`config.mk`:
```
export PLATFORM = sky130hd
export DESIGN_NAME = serial_word_collector
export DESIGN_NICKNAME = d
export VERILOG_FILES = /design/src/rtl/collector_pkg.sv /design/src/rtl/serial_word_collector.sv
export SDC_FILE = /design/constraint.sdc
export NUM_CORES = 1
export LEC_CHECK = 0
export ABC_AREA = 0
export CORE_MARGIN = 5
export CORE_UTILIZATION = 55
export DETAILED_ROUTE_END_ITERATION = 12
export GPL_TIMING_DRIVEN = 0
export MAX_ROUTING_LAYER = met4
export PLACE_DENSITY = 0.76
export RECOVER_POWER = 50
export SETUP_SLACK_MARGIN = 0.02
export SLEW_MARGIN = 20
export SYNTH_ARGS = -nofsm -noshare
export SYNTH_HDL_FRONTEND = slang
export SYNTH_SLANG_ARGS = --single-unit
```
`constraint.sdc`:
```
create_clock -name clock -period 6.7 [get_ports clock]
set_clock_uncertainty 0.15 [all_clocks]
set_input_delay 1.005 -clock clock [delete_from_list [all_inputs] [get_ports clock]]
set_output_delay 1.005 -clock clock [all_outputs]
set_load 0.01 [all_outputs]
```
`src/rtl/collector_pkg.sv`:
```
// -----------------------------------------------------------------------------
// collector_pkg
// Shared types and helpers for serial_word_collector.
//   state_t   : collector FSM state (COLLECT while gathering bits, FULL while a
//               completed word waits in the shift register for the output slot)
//   popcount  : number of ones in a vector of up to MAX_WIDTH bits
//   bit_pos   : storage position of the n-th accepted bit for either bit order
// -----------------------------------------------------------------------------
package collector_pkg;

    typedef enum logic {
        COLLECT = 1'b0,
        FULL    = 1'b1
    } state_t;

    // Widest word the helpers handle; callers zero-extend narrower words.
    localparam int MAX_WIDTH = 64;

    // Ones count of a zero-extended word. Zero padding adds nothing, so the
    // result is exact for any WIDTH up to MAX_WIDTH.
    function automatic int unsigned popcount(input logic [MAX_WIDTH-1:0] v);
        int unsigned n;
        n = 0;
        for (int i = 0; i < MAX_WIDTH; i++) begin
            if (v[i]) n++;
        end
        return n;
    endfunction

    // Position in the assembled word for the accepted bit with index cnt.
    function automatic int unsigned bit_pos(input int unsigned cnt,
                                            input int unsigned width,
                                            input bit          msb_first);
        return msb_first ? (width - 1 - cnt) : cnt;
    endfunction

endpackage

```
`src/rtl/serial_word_collector.sv`:
```
// -----------------------------------------------------------------------------
// serial_word_collector
// Gathers WIDTH accepted serial bits into a word and presents it, together with
// its ones count, on a valid/ready output port. One completed word can sit in
// the output register while a second sits in the shift register; with both
// occupied the serial side is back-pressured.
//
// Ports
//   clock       : single clock, rising edge
//   reset       : synchronous, active-high
//   bit_in      : serial data bit
//   bit_valid   : bit_in is meaningful this cycle
//   bit_ready   : collector accepts a bit this cycle (decode of state only)
//   word_out    : assembled word
//   ones_out    : number of ones in word_out
//   word_valid  : word_out/ones_out hold an unconsumed word
//   word_ready  : consumer takes the word this cycle
// -----------------------------------------------------------------------------
module serial_word_collector
    import collector_pkg::*;
#(
    parameter  int WIDTH     = 8,
    parameter  bit MSB_FIRST = 1'b0,
    localparam int CW        = $clog2(WIDTH + 1)
) (
    input  logic             clock,
    input  logic             reset,
    input  logic             bit_in,
    input  logic             bit_valid,
    output logic             bit_ready,
    output logic [WIDTH-1:0] word_out,
    output logic [CW-1:0]    ones_out,
    output logic             word_valid,
    input  logic             word_ready
);

    localparam int BW = $clog2(WIDTH);

    state_t           state;
    logic [BW-1:0]    bit_cnt;
    logic [WIDTH-1:0] shift_reg;
    logic [WIDTH-1:0] next_word;
    logic [BW-1:0]    pos;
    logic             accept;
    logic             consume;
    logic             last_bit;

    // bit_ready depends on state alone so an upstream bit_valid may safely
    // depend on it without forming a loop through word_ready.
    assign bit_ready = (state == COLLECT);
    assign accept    = bit_valid && bit_ready;
    assign consume   = word_valid && word_ready;
    assign last_bit  = (bit_cnt == BW'(WIDTH - 1));
    assign pos       = BW'(bit_pos(32'(bit_cnt), WIDTH, MSB_FIRST));

    // Shift register with the incoming bit already merged in, so the word
    // completed by the final bit can be loaded straight into the output slot.
    always_comb begin
        next_word      = shift_reg;
        next_word[pos] = bit_in;
    end

    // FSM, bit counter, shift register and output register.
    // In COLLECT a consumption without a reload frees the output slot; a
    // completing bit either reloads the slot on the same edge (seamless
    // hand-over when the old word is being taken) or parks the word and
    // moves to FULL. In FULL the parked word moves out as soon as the
    // current one is consumed, keeping word_valid high with no bubble.
    always_ff @(posedge clock) begin
        if (reset) begin
            state      <= COLLECT;
            bit_cnt    <= '0;
            shift_reg  <= '0;
            word_out   <= '0;
            ones_out   <= '0;
            word_valid <= 1'b0;
        end else begin
            case (state)
                COLLECT: begin
                    if (consume) begin
                        word_valid <= 1'b0;
                    end
                    if (accept) begin
                        if (last_bit) begin
                            if (!word_valid || word_ready) begin
                                word_out   <= next_word;
                                ones_out   <= CW'(popcount(MAX_WIDTH'(next_word)));
                                word_valid <= 1'b1;
                                bit_cnt    <= '0;
                                shift_reg  <= '0;
                            end else begin
                                shift_reg <= next_word;
                                state     <= FULL;
                            end
                        end else begin
                            shift_reg <= next_word;
                            bit_cnt   <= bit_cnt + 1'b1;
                        end
                    end
                end
                FULL: begin
                    if (consume) begin
                        word_out  <= shift_reg;
                        ones_out  <= CW'(popcount(MAX_WIDTH'(shift_reg)));
                        shift_reg <= '0;
                        bit_cnt   <= '0;
                        state     <= COLLECT;
                    end
                end
                default: begin
                    state <= COLLECT;
                end
            endcase
        end
    end

endmodule

```
==> results.md <==
* Synthesized flop and latch total at 25
* Post-layout net count at 348
* Pins over their slew limit at 0
* Setup violation total in the final timing report at 0
* Max_cap viols at 0
* Fraction of the yosys area taken by sequential cells at 0.206
* Power per cell area at 138 nW/um2
* DRT Pass-1 Iters at 4
* R2r endpoint: ones_out[2]
* Warnings from Yosys at 0
* Cts hold-fix bufs at 0
* Antenna violations before repair at 0
* Grt total ovfl at 0
* DRC violations left at 0
* Average routed wire per standard cell at 14.5 um
* Max FO, Critical Path at 8
* Final antenna-violating net count at 0
* Share of cells above drive strength 1 at 0.0887
* Die height at 76.5 um
* Launch point of the worst path: bit_in
* Total number of placement rows at 24
* Transition at the pin with the smallest max-transition slack at 0.994 ns
* Total Neg Setup Slack at 0 ns
* Via total after detailed routing at 2217
* Post-synth top flop: sky130_fd_sc_hd__dfxtp_1
* Number of I/O port buffers at 17
* Antenna diode count at 0
* Violation count after the first detailed-routing iteration at 139
* Final worst path period share at 0.890
* CORE AREA at 4320 um2
* Post-detailed-placement half-perimeter wirelength at 4320 um
* Mean cell area of the mapped netlist at 7.94 um2
* Leakage dissipation at 1.14 nW
* Net count after synthesis at 326
* Slack of the worst reg-to-reg path at 1.35 ns
* CTS Root Cell: sky130_fd_sc_hd__clkbuf_8
* Post-synth EDFFs at 0
* Starting utilization of the core area at 0.562
* Pin count of the biggest net entering global routing at 16
* Relative slew margins at 0.332
* Clock period minus worst slack at 5.97 ns
* CP Data Required Time at 6.70 ns
* Number of top-level pins at 19
* Crit path DAT at 5.97 ns
* Final-report hold violation count at 0
* Async set-reset flop share out of synthesis at 0
* Type of the most critical hold path: flip-flop to flip-flop
* Kind of critical path: input port to flip-flop
* Routability-driven placement congestion ratio at 0.810
* Aggregate global-route resource usage at 0.200
* Worst setup EP type: flip-flop
* Area of the die at 5840 um2
* Clock transition at the registers of the reported paths at 0.09 ns
* Worst VDD drop at 0.0975 mV
* Fmax at 168 MHz
* Final routed wirelength across all metal layers at 5510 um
* CTS-repair resized insts at 0
* Clock Path Buffers at 2
* Final total power at 374 uW
* Capturing element of the worst setup path: ones_out[2]
* Length in cells of the worst reg-to-reg path at 23
* Die X-Extent at 76.5 um
* Number of sinks on the clock net at 25
* Setup repair after global routing missed its margin: no
* Instance count of the mapped netlist at 306
* Reg2reg start: bit_cnt[0]
* Distinct cells, synth at 60
* Vias in the first global route at 2049
* Clock latency on the worst-skew pair at 0.27 ns
* Wire length of the first global-routing pass at 9720 um
* Ratio of routed vias to standard cells at 5.85
* Post-synthesis cell area at 2430 um2
* Result of the run: finished, final reports clean
* Syn-to-layout area delta at 11.7%
* Clock buffers created by TritonCTS at 3
* CTS tree: yes
* CTS H-tree depth at 1
* Category of the worst setup path launch point: input port
* Post-CTS Setup Repair Bufs at 0
-- cell type report --
cell class	instances	area, um2
buffer	20	95.1
clock buffer	3	41.3
clock inverter	1	7.51
fill	397	1610
inverter	11	41.3
multi-input combinational	250	1790
sequential	25	500
tap	52	65.1
timing repair buffer	17	170
-- cell usage after synthesis (2+ instances only) --
library cell / count / area (um2)
sky130_fd_sc_hd__nand2_1: 47 / 176
sky130_fd_sc_hd__a21oi_1: 25 / 125
sky130_fd_sc_hd__dfxtp_1: 25 / 500
sky130_fd_sc_hd__nor2_1: 20 / 75.1
sky130_fd_sc_hd__ha_1: 15 / 188
sky130_fd_sc_hd__clkbuf_1: 14 / 52.6
sky130_fd_sc_hd__o21ai_0: 12 / 60.1
sky130_fd_sc_hd__xnor2_1: 12 / 105
sky130_fd_sc_hd__nand3_1: 10 / 50.1
sky130_fd_sc_hd__a22oi_1: 9 / 67.6
sky130_fd_sc_hd__inv_1: 9 / 33.8
sky130_fd_sc_hd__mux2i_1: 8 / 80.1
sky130_fd_sc_hd__xor2_1: 8 / 70.1
sky130_fd_sc_hd__nand4_1: 7 / 43.8
sky130_fd_sc_hd__o211ai_1: 7 / 52.6
sky130_fd_sc_hd__mux2_2: 6 / 67.6
sky130_fd_sc_hd__nand2b_1: 4 / 25.0
sky130_fd_sc_hd__nor2b_1: 4 / 25.0
sky130_fd_sc_hd__nor3_1: 4 / 20.0
sky130_fd_sc_hd__o31ai_1: 4 / 30.0
sky130_fd_sc_hd__xnor3_1: 4 / 90.1
sky130_fd_sc_hd__nand3b_1: 3 / 22.5
sky130_fd_sc_hd__nor3b_1: 3 / 22.5
sky130_fd_sc_hd__nor4_1: 3 / 18.8
sky130_fd_sc_hd__and2_1: 2 / 12.5
sky130_fd_sc_hd__buf_1: 2 / 7.51
sky130_fd_sc_hd__buf_6: 2 / 22.5
sky130_fd_sc_hd__inv_2: 2 / 7.51
sky130_fd_sc_hd__o21a_1: 2 / 15.0
sky130_fd_sc_hd__o22ai_1: 2 / 12.5
sky130_fd_sc_hd__or3b_2: 2 / 17.5
-- layer usage --
metal,global-route usage,part of all wire,vias up
met5,-,0,-
met4,0.0455,0.014,0
met3,0.0189,0.032,6
met2,0.325,0.47,38
met1,0.268,0.48,1031
li1,-,-,1142
-- worst min-delay path by stage --
stage | endpoint | slack (ns) | startpoint | depth (start not counted)
3_5_place_dp | word_out[4] | 0.30 | word_out[4] | 2
2_1_floorplan | word_out[0] | 0.33 | word_out[0] | 2
6_report | word_out[4] | 0.30 | word_out[4] | 2
5_1_grt | word_out[6] | 0.33 | word_out[6] | 2
4_1_cts | word_out[4] | 0.31 | word_out[4] | 2
3_3_place_gp | word_out[3] | 0.29 | word_out[3] | 2
-- metrics by stage --
step / util / area (um2) / setup WS, ns / instances / hold slack (ns)
floorplan: - / 2430 / 1.53 / 306 / 0.326
global placement: 0.616 / 2660 / 0.495 / 375 / 0.291
detailed placement: 0.616 / 2660 / 0.467 / 375 / 0.297
CTS: 0.627 / 2710 / 0.740 / 379 / 0.311
global route: 0.627 / 2710 / 0.422 / 379 / 0.335
finish: 0.627 / 2710 / 0.734 / 379 / 0.305
-- report_power, final --
group          switching, mW  internal, mW
clock network         0.0518        0.0422
logic                 0.0662        0.0606
registers            0.00218         0.150
-- cell usage in the layout, fill, tap and decap left out, drive strengths merged, types with 8 or more instances in the layout --
| cell type | Yosys | final |
|---|---|---|
| a21oi | 25 | 25 |
| nand3 | 10 | 10 |
| xor2 | 8 | 8 |
| dlygate4sd3 | 0 | 15 |
| mux2i | 9 | 9 |
| ha | 15 | 15 |
| a22oi | 9 | 9 |
| clkbuf | 14 | 17 |
| dfxtp | 25 | 25 |
| nand2 | 47 | 47 |
| inv | 11 | 11 |
| o21ai | 13 | 13 |
| xnor2 | 14 | 14 |
| nor2 | 20 | 20 |
-- critical path, cell delays in order --
cell                              delay (ns)
sky130_fd_sc_hd__clkdlybuf4s50_1        0.62
sky130_fd_sc_hd__or4b_1                 0.44
sky130_fd_sc_hd__and2_1                 0.14
sky130_fd_sc_hd__buf_2                  0.16
sky130_fd_sc_hd__inv_2                  0.10
sky130_fd_sc_hd__ha_1                   0.23
sky130_fd_sc_hd__buf_1                  0.23
sky130_fd_sc_hd__xnor2_4                0.29
sky130_fd_sc_hd__ha_1                   0.33
sky130_fd_sc_hd__or3b_2                 0.48
sky130_fd_sc_hd__nand4_1                0.13
sky130_fd_sc_hd__a31o_2                 0.18
sky130_fd_sc_hd__nand3_1                0.11
sky130_fd_sc_hd__o21a_1                 0.13
sky130_fd_sc_hd__ha_1                   0.27
sky130_fd_sc_hd__nor2_1                 0.04
sky130_fd_sc_hd__a21oi_1                0.29
sky130_fd_sc_hd__nand2_1                0.09
sky130_fd_sc_hd__nand2_1                0.09
sky130_fd_sc_hd__ha_1                   0.13
sky130_fd_sc_hd__nand2_1                0.06
sky130_fd_sc_hd__xnor2_1                0.13
sky130_fd_sc_hd__o211ai_1               0.19
sky130_fd_sc_hd__a21oi_1                0.09
-- cells by family after synthesis --
logic type | synth area share
adders and majority gates | 0.0773
AOI/OAI and AO/OA | 0.195
DFF | 0.206
and+or+nand+nor | 0.249
buffers and inverters | 0.0562
xor gates and xnor gates | 0.147
muxes | 0.0701
No activity file was read; power rests on OpenSTA's default activity.
